## src/rtl/gf_mod_reduce_seq.sv

```systemverilog
// Sequential GF(2^M) reduction of a (2M-1)-bit carry-less product modulo x^M + poly, one bit per cycle MSB first.
// Latency: M-1 reduction cycles after the accept edge; done_out is high during the cycle after the last step.
// Backpressure: ready_out is high only in IDLE; start_in is ignored while busy (one result per M cycles).
//
// Ports:
//   clk       - clock, all state updates on rising edge
//   rst       - synchronous active-high reset, overrides every other input
//   start_in  - request, sampled only while ready_out=1
//   prod_in   - (2M-1)-bit carry-less product, bit i = coefficient of x^i
//   poly_in   - (M+1)-bit field polynomial; bit M is implied 1, only [M-1:0] is kept
//   ready_out - block is idle and can accept start_in
//   done_out  - one-cycle pulse, res_out is new
//   res_out   - M-bit reduced result, held until the next done_out
module gf_mod_reduce_seq #(
  parameter int M = 8
) (
  input  logic           clk,
  input  logic           rst,
  input  logic           start_in,
  input  logic [2*M-2:0] prod_in,
  input  logic [M:0]     poly_in,
  output logic           ready_out,
  output logic           done_out,
  output logic [M-1:0]   res_out
);

  localparam int PW    = 2 * M - 1;
  localparam int CNT_W = (M > 2) ? $clog2(M) : 1;

  // Single bit at x^M; shifted by cnt it selects the bit being eliminated this step.
  localparam logic [PW-1:0] TOP_ONE = PW'(1) << M;

  typedef enum logic {
    IDLE   = 1'b0,
    REDUCE = 1'b1
  } state_t;

  state_t             state_q, state_d;
  logic [PW-1:0]      acc_q, acc_d;
  logic [M-1:0]       poly_q, poly_d;
  logic [CNT_W-1:0]   cnt_q, cnt_d;
  logic [M-1:0]       res_q, res_d;
  logic               done_q, done_d;

  // Full modulus x^M + poly_r aligned so its leading term sits at bit k = M + cnt.
  // XORing it in clears acc[k] and folds poly_r into acc[k-1:k-M] in one go.
  logic [PW-1:0]      red_mask;
  logic               top_hit;

  always_comb begin
    red_mask = PW'({1'b1, poly_q}) << cnt_q;
    top_hit  = |(acc_q & (TOP_ONE << cnt_q));
  end

  always_comb begin
    state_d = state_q;
    acc_d   = acc_q;
    poly_d  = poly_q;
    cnt_d   = cnt_q;
    res_d   = res_q;
    done_d  = 1'b0;

    case (state_q)
      IDLE: begin
        if (start_in) begin
          acc_d   = prod_in;
          poly_d  = poly_in[M-1:0];
          cnt_d   = CNT_W'(M - 2);
          state_d = REDUCE;
        end
      end

      REDUCE: begin
        if (top_hit) begin
          acc_d = acc_q ^ red_mask;
        end
        if (cnt_q == '0) begin
          // Last step: bits M and above are now all zero.
          res_d   = acc_d[M-1:0];
          done_d  = 1'b1;
          state_d = IDLE;
        end else begin
          cnt_d = cnt_q - CNT_W'(1);
        end
      end

      default: begin
        state_d = IDLE;
      end
    endcase
  end

  always_ff @(posedge clk) begin
    if (rst) begin
      state_q <= IDLE;
      acc_q   <= '0;
      poly_q  <= '0;
      cnt_q   <= '0;
      res_q   <= '0;
      done_q  <= 1'b0;
    end else begin
      state_q <= state_d;
      acc_q   <= acc_d;
      poly_q  <= poly_d;
      cnt_q   <= cnt_d;
      res_q   <= res_d;
      done_q  <= done_d;
    end
  end

  assign ready_out = (state_q == IDLE);
  assign done_out  = done_q;
  assign res_out   = res_q;

endmodule

```

## config.mk

```make
export PLATFORM = sky130hd
export DESIGN_NAME = gf_mod_reduce_seq
export DESIGN_NICKNAME = d
export VERILOG_FILES = /design/src/rtl/gf_mod_reduce_seq.sv
export SDC_FILE = /design/constraint.sdc
export NUM_CORES = 1
export LEC_CHECK = 0
export CELL_PAD_IN_SITES_DETAIL_PLACEMENT = 0
export CELL_PAD_IN_SITES_GLOBAL_PLACEMENT = 1
export CORE_MARGIN = 2
export CORE_UTILIZATION = 50
export DETAILED_ROUTE_END_ITERATION = 8
export DONT_BUFFER_PORTS = 1
export PLACE_DENSITY_LB_ADDON = 0.05
export SLEW_MARGIN = 30
export SYNTH_ARGS = -nofsm -noshare
export SYNTH_HDL_FRONTEND = slang
export SYNTH_SLANG_ARGS = --single-unit
```

## constraint.sdc

```tcl
create_clock -name clk -period 5.5 [get_ports clk]
set_clock_uncertainty 0.15 [all_clocks]
set_input_delay 1.1 -clock clk [delete_from_list [all_inputs] [get_ports clk]]
set_output_delay 1.1 -clock clk [all_outputs]
set_load 0.005 [all_outputs]
```

* After elaboration in Yosys (flattened, before gate mapping)
Index checks and enable logic that the tools add are counted.
Operators by class: $add $sub $neg 1, multipliers 0, div/mod/pow operators 0, $lt $le $gt $ge 0, equal/unequal tests 3, shift-type cells 2, multiplexer cells 10, bitwise gates (word level) 3, reduce and logical (&&, ||, !) cells 7
Operators by type and width (count):
- two-way mux 15 bit | 2
- one-hot mux 15 bit (2 select lines) | 1
- AND 15 bit | 1
- OR reduction 15 bit | 1
- left shift 9 x 3 -> 15 bit | 1
- left shift 9 x 3 -> 15 bit, first input constant | 1
- bitwise XOR 15 bit | 1
- AND reduction 2 bit | 4
- two-way mux 3 bit | 2
- one-hot mux 3 bit (2 select lines) | 1
- != test 2 bit, second input constant | 2
- logical NOT 3 bit | 1
- two-way mux 1 bit | 3
- subtractor 3 x 1 -> 3 bit, second input constant | 1
- != test 2 x 1 -> 1 bit, second input constant | 1
- one-hot mux 1 bit (2 select lines) | 1
- OR reduction 2 bit | 1
- NOT 1 bit | 1
Storage, ports and cells: register bits after elaboration 36, bits in latches 0, bits in writable memories 0, bits in read-only memories 0, input port bits 27, output and inout port bits 10, word-level logic and storage cells 33, memories 0

* Depth between registers and ports, before layout
Gate-level depths: netlist of the first run.
word-level depth 5, depth in mapped cells 10, gate-level depth less buffers 7

* Worst setup path before layout of the first run
No wires, ideal clock.
kind input port to flip-flop, start input start_in, end register acc_q[12], setup time 82 ps, arrival 2213 ps, required time 5268 ps, slack 3054 ps, cell stages on the path 6, buffers on the path 3, path through clkbuf_1 > nor2b_1 > clkbuf_1 > clkbuf_1 > nand2_1 > o221ai_1
Between the ends: word-level cells in the longest chain between the ends 2
RTL lines:
- start: declaration | RTL line 19 | input logic start_in,
- != test 2 bit (no line)
- AND reduction 2 bit (no line)
- end signal: assignment | RTL line 96 | acc_q <= '0;
- end signal: assignment | RTL line 103 | acc_q <= acc_d;
- end: declaration | RTL line 39 | logic [PW-1:0] acc_q, acc_d;
Every way passes these cells. A chain may end at the register's enable or synchronous reset.

* Worst setup path after layout of the first run
start register cnt_q[1], end register acc_q[9]
Between the ends: word-level cells in the longest chain between the ends 5, elaborated cells on any way between the ends 9, classes of those cells eq/ne: 1; shift: 2; mux: 2; bitwise: 2; reduce/logical: 2
RTL lines:
- start: declaration | RTL line 41 | logic [CNT_W-1:0] cnt_q, cnt_d;
- start signal: assignment | RTL line 105 | cnt_q <= cnt_d;
- left shift 9 x 3 -> 15 bit | RTL line 52 | top_hit = |(acc_q & (TOP_ONE << cnt_q));
- AND 15 bit | RTL line 52
- OR reduction 15 bit | RTL line 52
- != test 2 x 1 -> 1 bit (no line)
- AND reduction 2 bit (no line)
Several ways; a longest one is shown, not always the timed one. The select of a mux whose other input is x is not followed.

==> results of run 1 <==
==> metal layers <==
layer | track usage, % | wire length, um | vias up | share of wire, %
met5 | 0 | 0 | - | 0
met4 | 6.86 | 48 | 0 | 1.0
met3 | 7.79 | 193 | 4 | 4.2
met2 | 31.4 | 2100 | 38 | 45
met1 | 30.6 | 2270 | 802 | 49
li1 | - | - | 872 | -
==> placed cells by master (no fill, tap or decap), drive strengths merged, types with 2 or more instances in the layout <==
cell type	count
dfxtp	36
nand2	28
a211oi	24
a21oi	23
nor2	17
nand2b	11
nor2b	10
mux2i	8
clkbuf	7
xor2	6
o221ai	5
ha	5
mux2	5
mux4	4
or4	4
o21ai	4
a22oi	3
nand3	3
o22ai	3
o211ai	3
inv	3
nor3b	2
xnor2	2
nand3b	2
o2111ai	2
==> cell families (layout without fill, tap and decap cells) <==
group	count (synthesis)	in the layout	synth area share, %
and+or+nand+nor	84	84	20.5
AOI/OAI and AO/OA	72	72	23.1
DFF	36	36	34.4
buffers and inverters	21	12	4.66
muxes	17	17	11.0
xor gates and xnor gates	8	8	3.35
adders and majority gates	5	5	2.99
==> registers in the layout, summed over array words and instances (netlist names) <==
name / cells
acc_q: 15
poly_q: 8
res_out: 8
cnt_q: 3
done_out: 1
state_q: 1
==> power by group through the flow <==
stage / Sequential, W / Combinational (W) / Clock (W)
CTS: 0.000321 / 0.000127 / 0.000201
global placement: 0.000325 / 0.000123 / 0
floorplan: 0.000306 / 0.000127 / 0
detailed placement: 0.000327 / 0.000126 / 0
finish: 0.000321 / 0.000127 / 0.000194
global route: 0.000327 / 0.000143 / 0.000214
==> layout make-up <==
| cell class | instances | area [um2] |
|---|---|---|
| flip-flops and latches | 36 | 721 |
| repair buffers | 1 | 7.51 |
| fillers | 399 | 1860 |
| well taps | 50 | 62.6 |
| clock inverters | 1 | 7.51 |
| multi-input cells | 186 | 1280 |
| inverters | 3 | 11.3 |
| clock buffers | 7 | 86.3 |
==> cells in the mapped netlist, types with 2 or more instances <==
master	count	area, um2
mux4_2	4	90.1
or4_1	4	30.0
clkbuf_1	13	48.8
nand3_1	3	15.0
nand3b_1	2	15.0
mux2_2	2	22.5
mux2i_1	8	80.1
o22ai_1	3	18.8
inv_2	2	7.51
buf_6	2	22.5
o21ai_1	3	15.0
nand2_1	28	105
o211ai_1	3	22.5
a21oi_1	23	115
nand2b_1	11	68.8
xnor2_1	2	17.5
ha_1	5	62.6
dfxtp_1	36	721
buf_2	3	15.0
nor3b_1	2	15.0
a211oi_1	24	180
o2111ai_1	2	17.5
mux2_1	2	22.5
nor2b_1	9	56.3
nor2_1	16	60.1
o221ai_1	5	43.8
a22oi_1	3	22.5
xor2_1	6	52.6
==> critical path: cells and delay by family (launching register included) <==
kind,cells,cell delay (ps)
buffers and inverters,1,240
adders and majority gates,1,310
DFF,1,880
AOI/OAI and AO/OA,5,1340
==> worst max path at each step <==
stage	start	slack [ps]	cells after the start	end
floorplan	start_in	3050	6	acc_q[12]
global placement	cnt_q[1]	2630	7	acc_q[12]
detailed placement	cnt_q[1]	2520	7	acc_q[9]
CTS	cnt_q[1]	2520	7	acc_q[9]
global route	cnt_q[1]	2270	7	acc_q[12]
finish	cnt_q[1]	2490	7	acc_q[9]
==> per-stage QoR <==
| stage | hold WS, ps | worst slack (ps) |
|---|---|---|
| 2_1_floorplan | 309 | 3050 |
| 3_3_place_gp | 321 | 2630 |
| 3_5_place_dp | 323 | 2520 |
| 4_1_cts | 340 | 2520 |
| 5_1_grt | 361 | 2270 |
| 6_report | 337 | 2490 |
==> run_results.csv, run 1 <==
group,metric,value,unit
yosys,syn_area,2090,um2
power,p_leak,0.737,nW
power,power.share.clock,30.3,%
clock_network,cts.sinks,36,
worst_setup_path,endpoint_kind,"register",
sta,slew_viol_final,0,
hold_path,whs_path_depth,2,
power,max-vdd-ir-drop,0.168,mV
clock_network,hold_buffers,0,
worst_setup_path,worstPathCellList,"inv_1, ha_1, a222oi_1, a21oi_1, a21oi_1, a21oi_1, o221ai_1",
yosys,synth_cells,243,
hold_path,worstHoldStart,"poly_q[2]",
routing,wl_per_cell,16.2,um
sta,layout_worst_path_cycle_share,54.7,%
power,p_int,0.000447,W
floorplan,die_area,4720,um2
floorplan,start_util,52.0,%
worst_setup_path,r2r_slack,2490,ps
finish,fin_nets,265,
clock_network,post_cts_buffers,0,
routing,dr_total_vias,1716,
clock_network,clk_latency,280,ps
sta,period_minus_slack,3010,ps
finish,drive_gt1_share,8.55,%
floorplan,io_pins,37,
place,gp_congestion,0.824,
yosys,ys.flop_type,"dfxtp_1",
routing,drt-initial-drc-count,97,
power,p_sw_share,30.4,%
global_route,grt_pass1_wl,7510,um
floorplan,die_y,68.7,um
sta,max_slew.worst_pin.slew,852,ps
global_route,grt_pass1_vias,1535,
finish,synthToLayoutAreaGrowth,3.70,%
clock_network,cts-root-buf,"clkbuf_8",
worst_setup_path,critPathMaxStageDelay,880,ps
worst_setup_path,worstPathMaxFanout,23,
sta,rsz0062_at_grt,"no",
clock_network,clockBufferDepth,2,
yosys,avgSynthCellArea,8.62,um2
finish,final_util,53.9,%
yosys,synth-async-reset-ratio,0,%
sta,setup_tns,0,ps
global_route,grt_usage,21.9,%
floorplan,die_w,68.7,um
routing,routed_wl,4610,um
worst_setup_path,rr_worst_depth,7,
power,power,0.000642,W
finish,stdcell_count,284,
yosys,ys_seq_area_share,34.4,%
routing,ant_nets,0,
hold_path,whs_endpoint,"poly_q[2]",
yosys,synth_edf_count,0,
sta,timing.fmax,333,MHz
clock_network,cts_tree,"done",
routing,dr.pass1.iters,4,
place,dpl-instance-area,2080,um2
sta,setup_viol,0,
clock_network,clk_pin_slew,70,ps
sta,slew_headroom,43.1,%
finish,final_area,2170,um2
flow_run,cap_violations,0,
routing,drc,0,
worst_setup_path,crit_top_cell,"a21oi_1",
power,netSwitchingPower,0.000195,W
sta,hold_viol_final,0,
power,pwr-share-seq,50.0,%
worst_setup_path,crit_path_start_kind,"register",
finish,diodes,0,
place,dp.cells,276,
global_route,antenna_found_initial,0,
place,dp_hpwl,3260,um
yosys,synth_nets,275,
yosys,yosys.cell_types.count,45,
power,power.share.combinational,19.7,%
hold_path,min_path_type,"reg2reg",
clock_network,cts_resized,0,
worst_setup_path,slowest_stage,"dfxtp_1",
worst_setup_path,path_class,"reg2reg",
yosys,yosys_warnings,0,
worst_setup_path,rr_startpoint,"cnt_q[1]",
worst_setup_path,cp_data_arrival_time,3060,ps
yosys,ys_ff_latch,36,
clock_network,cts_made_buffers,5,
global_route,grt-ovfl-total,0,
floorplan,rows,23,
place,port_buffers,0,
worst_setup_path,required,5550,ps
worst_setup_path,r2r-end,"acc_q[9]",
floorplan,coreArea,4030,um2
global_route,grt_max_degree,47,
clock_network,cts_htree_levels,2,
run_status,status,"complete, no violations",
power,pwr_density_cell,295,nW/um2
routing,vias_per_cell,6.04,
No activity file was read; power rests on OpenSTA's default activity.
==> inputs of run 2 (changes only) <==
Settings changed: CORE_UTILIZATION 50 to 47.
Clock period 5.5 ns to 3.1 ns, I/O delays scaled along.
==> run 2 against run 1 <==
Sequential power increased by 70%. Critical path depth stayed put. Clock-buffer cell count is the same. Critical path type unchanged. Sequential share of layout area shrank 0.49 points. Fmax up 31%. Non-clock buffer count rose by 4. Register-to-register slack worse by 1700 ps. Final cell count grew 2.1%.
==> run_results.csv, run 2 (synthesis gave the netlist of run 1 again) <==
group,metric,value,unit
routing,wl_per_cell,16.2,um
power,power.share.clock,30.1,%
sta,hold_viol_final,0,
finish,diodes,0,
finish,top_register,"acc_q",
power,p_leak,0.756,nW
flow_run,cap_violations,0,
hold_path,worstHoldStart,"rst",
routing,dr_total_vias,1726,
clock_network,cts-root-buf,"clkbuf_8",
global_route,grt_pass1_vias,1680,
finish,largest_reg_flops,15,
sta,setup_viol,0,
hold_path,whs_endpoint,"poly_q[7]",
finish,fin_nets,269,
clock_network,cts_tree,"done",
finish,seqCellArea,721,um2
sta,layout_worst_path_cycle_share,74.2,%
place,port_buffers,0,
hold_path,whs_path_depth,1,
clock_network,clk_latency,290,ps
routing,dr.pass1.iters,4,
power,netSwitchingPower,0.000349,W
power,pwr_density_cell,520,nW/um2
worst_setup_path,crit_path_start_kind,"register",
sta,timing.fmax,435,MHz
global_route,grt-ovfl-total,0,
power,power,0.00115,W
power,power.share.combinational,22.2,%
worst_setup_path,rr_startpoint,"cnt_q[1]",
routing,ant_nets,0,
place,dpl-instance-area,2110,um2
sta,setup_tns,0,ps
global_route,antenna_found_initial,0,
floorplan,io_pins,37,
sta,period_minus_slack,2300,ps
worst_setup_path,worstPathMaxFanout,6,
clock_network,cts_resized,0,
sta,slew_headroom,48.2,%
routing,vias_per_cell,5.95,
finish,multiInputGateArea,1280,um2
floorplan,die_w,70.8,um
floorplan,start_util,48.4,%
global_route,grt_max_degree,47,
floorplan,die_y,70.8,um
finish,synthToLayoutAreaGrowth,5.26,%
place,dp_hpwl,3380,um
clock_network,clk_pin_slew,70,ps
finish,layout_commonest_cell,"dfxtp_1",
clock_network,clockBufferDepth,2,
finish,layout_common_cells,"36 x dfxtp_1, 28 x nand2_1, 24 x a211oi_1",
power,p_sw_share,30.4,%
sta,rsz0062_at_grt,"no",
floorplan,coreArea,4320,um2
worst_setup_path,required,3150,ps
run_status,status,"complete, no violations",
worst_setup_path,r2r-end,"acc_q[12]",
finish,drive_gt1_share,10.1,%
floorplan,die_area,5010,um2
worst_setup_path,cp_data_arrival_time,2360,ps
finish,fillCellCount,424,
worst_setup_path,rr_worst_depth,7,
power,max-vdd-ir-drop,0.294,mV
worst_setup_path,r2r_slack,800,ps
power,p_int,0.000798,W
sta,slew_viol_final,0,
clock_network,post_cts_buffers,0,
clock_network,cts.sinks,36,
routing,drt-initial-drc-count,126,
finish,final_area,2200,um2
sta,worst_hold_slack,245,ps
routing,routed_wl,4710,um
power,pwr-share-seq,47.7,%
clock_network,hold_buffers,0,
global_route,grt_usage,20.1,%
place,gp_congestion,0.802,
global_route,grt_pass1_wl,8140,um
hold_path,min_path_type,"in2reg",
routing,drc,0,
worst_setup_path,path_class,"reg2reg",
clock_network,cts_made_buffers,5,
sta,max_slew.worst_pin.slew,777,ps
floorplan,rows,24,
clock_network,cts_htree_levels,2,
worst_setup_path,endpoint_kind,"register",
run 2: routing by layer:
metal / track usage, % / share of wire, % / up-vias
met2: 30.1 / 45 / 40
met4: 8.18 / 1.5 / 0
met1: 27.3 / 48 / 802
li1: - / - / 877
met3: 5.98 / 5.8 / 7
met5: 0 / 0 / -
run 2: worst max-delay path, cell delays in order (launching register included):
cell and delay (ps):
dfxtp_1 340, inv_1 90, ha_1 250, a222oi_1 440, a21oi_1 200, a21oi_1 480, a21oi_1 90, o221ai_1 180
run 2: power groups by stage:
stage | sequential [W] | combinational [W] | clock [W]
after floorplan | 0.000543 | 0.000226 | 0
after global placement | 0.000556 | 0.000248 | 0
after detailed placement | 0.000558 | 0.000254 | 0
after CTS | 0.000547 | 0.000256 | 0.000356
after global routing | 0.000554 | 0.000290 | 0.000377
final | 0.000547 | 0.000255 | 0.000345
run 2: layout make-up:
type,instances,area share [%]
Clock inverter,1,0.341
Tap cell,52,2.95
Sequential cell,36,32.7
Timing Repair Buffer,5,1.70
Inverter,3,0.511
Multi-Input combinational cell,186,57.9
Clock buffer,7,3.92
run 2: worst max path at each step:
| stage | start | endpoint | slack [ps] | cells after the start |
|---|---|---|---|---|
| 4_1_cts | cnt_q[1] | acc_q[10] | 820 | 7 |
| 5_1_grt | cnt_q[1] | acc_q[10] | 590 | 7 |
| 6_report | cnt_q[1] | acc_q[12] | 800 | 7 |
| 3_3_place_gp | cnt_q[0] | acc_q[12] | 880 | 7 |
| 2_1_floorplan | cnt_q[1] | acc_q[10] | 760 | 10 |
| 3_5_place_dp | cnt_q[1] | acc_q[12] | 830 | 7 |
run 2: metrics by stage:
step / instances / worst slack (ps) / util, %
3_5_place_dp: 282 / 829 / 48.8
2_1_floorplan: 243 / 764 / -
6_report: 290 / 799 / 51.0
5_1_grt: 290 / 589 / 51.0
3_3_place_gp: 282 / 883 / 48.8
4_1_cts: 290 / 820 / 51.0
